### src/rtl/nibble_rx.sv
// Two-entry elastic receive buffer with a running modulo sum of every accepted word.
// The head entry drives out directly, so an accepted word is never bypassed to out in the same cycle.
//
// state | meaning
// EMPTY | no word buffered, out holds its last value
// ONE   | head entry valid
// FULL  | head and tail entries valid, upstream stalled
module nibble_rx #(
  parameter int WIDTH = 4,
  parameter int DEPTH = 2
) (
  input  logic             clk,
  input  logic             rst_n,
  input  logic             in_valid,
  input  logic [WIDTH-1:0] in,
  output logic             in_ready,
  output logic             out_valid,
  output logic [WIDTH-1:0] out,
  input  logic             out_ready,
  output logic [WIDTH-1:0] acc,
  output logic [1:0]       level
);

  typedef enum logic [1:0] {
    EMPTY = 2'd0,
    ONE   = 2'd1,
    FULL  = 2'd2
  } state_t;

  state_t           state_q, state_d;
  logic [WIDTH-1:0] mem_q [DEPTH];
  logic [WIDTH-1:0] mem_d [DEPTH];
  logic [WIDTH-1:0] acc_q, acc_d;
  logic             accept, deliver;

  assign in_ready  = (state_q != FULL);
  assign out_valid = (state_q != EMPTY);
  assign out       = mem_q[0];
  assign acc       = acc_q;
  assign level     = state_q;

  always_ff @(posedge clk or negedge rst_n) begin
    if (!rst_n) begin
      state_q <= EMPTY;
      mem_q   <= '{default: '0};
      acc_q   <= '0;
    end else begin
      state_q <= state_d;
      mem_q   <= mem_d;
      acc_q   <= acc_d;
    end
  end

  always_comb begin
    state_d = state_q;
    mem_d   = mem_q;
    acc_d   = acc_q;
    accept  = in_valid && in_ready;
    deliver = out_valid && out_ready;

    // in is only ever read under accept, so X on an idle bus cannot leak out
    if (accept) acc_d = acc_q + in;

    unique case (state_q)
      EMPTY: begin
        if (accept) begin
          mem_d[0] = in;
          state_d  = ONE;
        end
      end
      ONE: begin
        if (accept && deliver) begin
          mem_d[0] = in;
        end else if (accept) begin
          mem_d[1] = in;
          state_d  = FULL;
        end else if (deliver) begin
          state_d  = EMPTY;
        end
      end
      FULL: begin
        if (deliver) begin
          mem_d[0] = mem_q[1];
          state_d  = ONE;
        end
      end
      default: state_d = EMPTY;
    endcase
  end

endmodule

### config.mk
export PLATFORM = sky130hd
export DESIGN_NAME = nibble_rx
export DESIGN_NICKNAME = d
export VERILOG_FILES = /design/src/rtl/nibble_rx.sv
export SDC_FILE = /design/constraint.sdc
export NUM_CORES = 1
export LEC_CHECK = 0
export CAP_MARGIN = 10
export CORE_ASPECT_RATIO = 0.8
export CORE_MARGIN = 2
export CORE_UTILIZATION = 46
export CTS_CLUSTER_SIZE = 24
export DETAILED_ROUTE_END_ITERATION = 6
export PLACE_DENSITY = 0.82
export SETUP_SLACK_MARGIN = 0.4
export SLEW_MARGIN = 0
export SYNTH_ARGS = -nofsm -noshare
export SYNTH_HDL_FRONTEND = slang
export SYNTH_SLANG_ARGS = --single-unit
### constraint.sdc
create_clock -name clk -period 2 [get_ports clk]
set_input_delay 0.4 -clock clk [delete_from_list [all_inputs] [get_ports clk]]
set_output_delay 0.4 -clock clk [all_outputs]
set_load 0.02 [all_outputs]
==> reports/results.tsv <==
metric	value	unit
register bit total from synthesis	14	
Post-Syn Nets	71	
area share of xor/xnor cells in the synthesized design	2.30	%
area share of the largest cell type after synthesis	45.9	%
unrepaired setup endpoints after global routing	true	
clock skew	4.08	ps
Vias/cell	4.97	
Iteration-0 DRC Markers	5	
Antenna Nets Post-Route	0	
start point of the critical path	in_valid	
Post-Synth Adder-Cell Area	7.54	%
# hold bufs at CTS	0	
initial core utilization	47.9	%
Hold WC Path Type	input port to flop	
final cell count without fillers	102	
via count	507	
R2R Path End	acc[3]	
r2r startpoint	acc[1]	
CTS tree	yes	
CTS Buf Count	3	
number of instances in the placed design	98	
synthesized area per cell	12.9	sq um
Cell Pwr Density	1210	nW/um^2
Reg power frac	38.9	%
DRC violations left	0	
nets	93	
Hold Fails Final Rpt	0	
largest net degree at the start of global routing	15	
I/O pin count	20	
crit-path max FO	4	
clock slew at reported path FFs	90	ps
Die Height	40.4	microns
FILL cells	137	
Leakage	0.483	nW
initial antenna violation count	0	
TritonRoute pass-1 iters	4	
startpoint types	input port	
mapped cell area	763	sq um
crit path to	out[1]	
Area Growth Syn to Fin	32.3	%
Post-DP HPWL	1080	microns
first-pass GRT wire length	2390	microns
Total GRT Usage	17.3	%
mux contribution to synthesized area	23.9	%
n_diodes	0	
Sinks on Clock Net	14	
Reg2Reg Depth	5	
Comb pwr share	44.2	%
worst hold slack	438	ps
peak supply drop	0.000827	V
total congestion overflow	0	
endpoints failing setup	0	
post-synthesis compound-gate area fraction	6.23	%
CTS Buffer Depth	2	
Setup crit end kind	flop	
post-layout minimum cycle time	1550	ps
leading area contributor after synthesis	dfrtp_1	
Root Buffer	clkbuf_4	
Die X	49.5	microns
layout cells sized above 1	37.5	%
NetSw	0.436	mW
IO Port Bufs	19	
H-tree depth	1	
reg-to-reg setup timing slack	500	ps
Clock Latency Late Sink	280	ps
RePlAce Congestion	0.697	
Avg WL per Cell	14.7	microns
largest family of logic cells by synthesized area	multiplexers	
Die ar.	2000	sq um
crit path DAT	1720	ps
Worst-Margin Slew	645	ps
post-synthesis cell count	59	
Synth area leaders	dfrtp_1 (46%), mux2_2 (15%), mux2_4 (7.9%)	
number of max-cap violations	0	
Internal Power	0.781	mW
Sw Ratio	35.9	%
crit path kind	input port to flop	
Yosys warning count	0	
simple-gate portion of the synthesized area	8.69	%
area of the core	1590	sq um
status	completed	
setup TNS	0	ps
Relative slew margins	56.9	%
WP data required	2170	ps
vias in the first global route	499	
Tcrit/Tclk final	77.4	%
max-slew violations	0	
Seq/Total Area, Yosys	45.9	%
# rows	13	
fmax	646	MHz
power share of the clock group	16.9	%
synth unique cells	23	
DRT Wirelength	1500	microns
## kinds of logic after synthesis
family,after synthesis
flip-flops,14
multiplexers,15
AO/OA/AOI/OAI,8
XOR/XNOR,2
adder cells (fa/ha/maj),4
AND/OR/NAND/NOR,11
buffers and inverters,5
## Yosys cell counts
cell      number
mux2_4         4
dfrtp_1       14
and3b_1        1
a21o_1         1
nand2_1        4
o22ai_1        1
mux2_2        10
mux2i_1        1
xor2_1         1
o21ai_2        1
nor3b_1        1
a21oi_1        4
o21ai_0        1
fa_1           1
nand3_1        1
buf_4          4
nand3b_1       1
and2b_4        1
ha_1           3
or2_2          1
nand2b_1       1
xnor2_1        1
buf_6          1
## power by group through the flow
| stage | sequential [mW] | clock [mW] | combinational (mW) |
|---|---|---|---|
| floorplan | 0.517 | 0 | 0.315 |
| global placement | 0.468 | 0 | 0.547 |
| detailed placement | 0.475 | 0 | 0.564 |
| CTS | 0.472 | 0.214 | 0.526 |
| global route | 0.490 | 0.227 | 0.594 |
| finish | 0.473 | 0.206 | 0.538 |
## cell usage in the layout, fill, tap and decap left out, types with 2 or more instances in the layout
master and instances:
a21oi_1 3, buf_4 3, clkbuf_4 3, clkdlybuf4s50_1 5, dfrtp_1 13, dlygate4sd2_1 10
dlymetal6s2s_1 2, mux2_2 10, mux2_4 4, nand2_1 4
## layout make-up
class                      instances  area (sq um)  area share [%]
sequential                        14           352            34.8
tap                               22          27.5            2.73
multi-input combinational         40           393            38.9
timing repair buffer              22           201            20.0
clock buffer                       4          36.3            3.59
## per-stage QoR
step                      power (mW)  setup slack [ps]  util (%)  area (sq um)
after global routing            1.31               394      63.3          1010
after global placement          1.01              61.5      60.4           962
after detailed placement        1.04              72.5      60.4           962
final                           1.22               452      63.3          1010
after CTS                       1.21               256      62.2           992
after floorplan                0.832               488         -           763
## critical path: stages
cell and delay, ps:
clkdlybuf4s50_1 490, and2b_4 170, a21oi_1 60, o21ai_2 230
mux2_2 360
## sequential cells by signal, summed over array words and instances (netlist names)
| register | cells |
|---|---|
| acc | 4 |
| out | 4 |
| level | 2 |
| mem_q | 4 |
## per-layer routing
layer	up-vias	GRT usage [%]	part of all wire, %
met3	0	8.21	5.8
met5	-	0	0
met2	14	32.0	52
met4	0	2.08	0
met1	242	19.1	42
li1	251	-	-
## worst min-delay path by stage
stage,start,end,slack (ps),cells past startpoint
final,in[0],mem_q[0],440,2
after global routing,in[0],mem_q[0],440,2
after CTS,acc[3],acc[3],470,1
after detailed placement,acc[3],acc[3],460,1
after global placement,acc[3],acc[3],460,1
after floorplan,rst_n,acc[0],100,0
## what timing repair did
| action | in CTS | in global routing |
|---|---|---|
| setup endpoints to repair | 14 | 6 |
| gates resized for setup | 18 | 10 |
| setup buffers | 0 | 0 |
| pin swaps | 2 | 2 |
No activity file was read; power rests on OpenSTA's default activity.
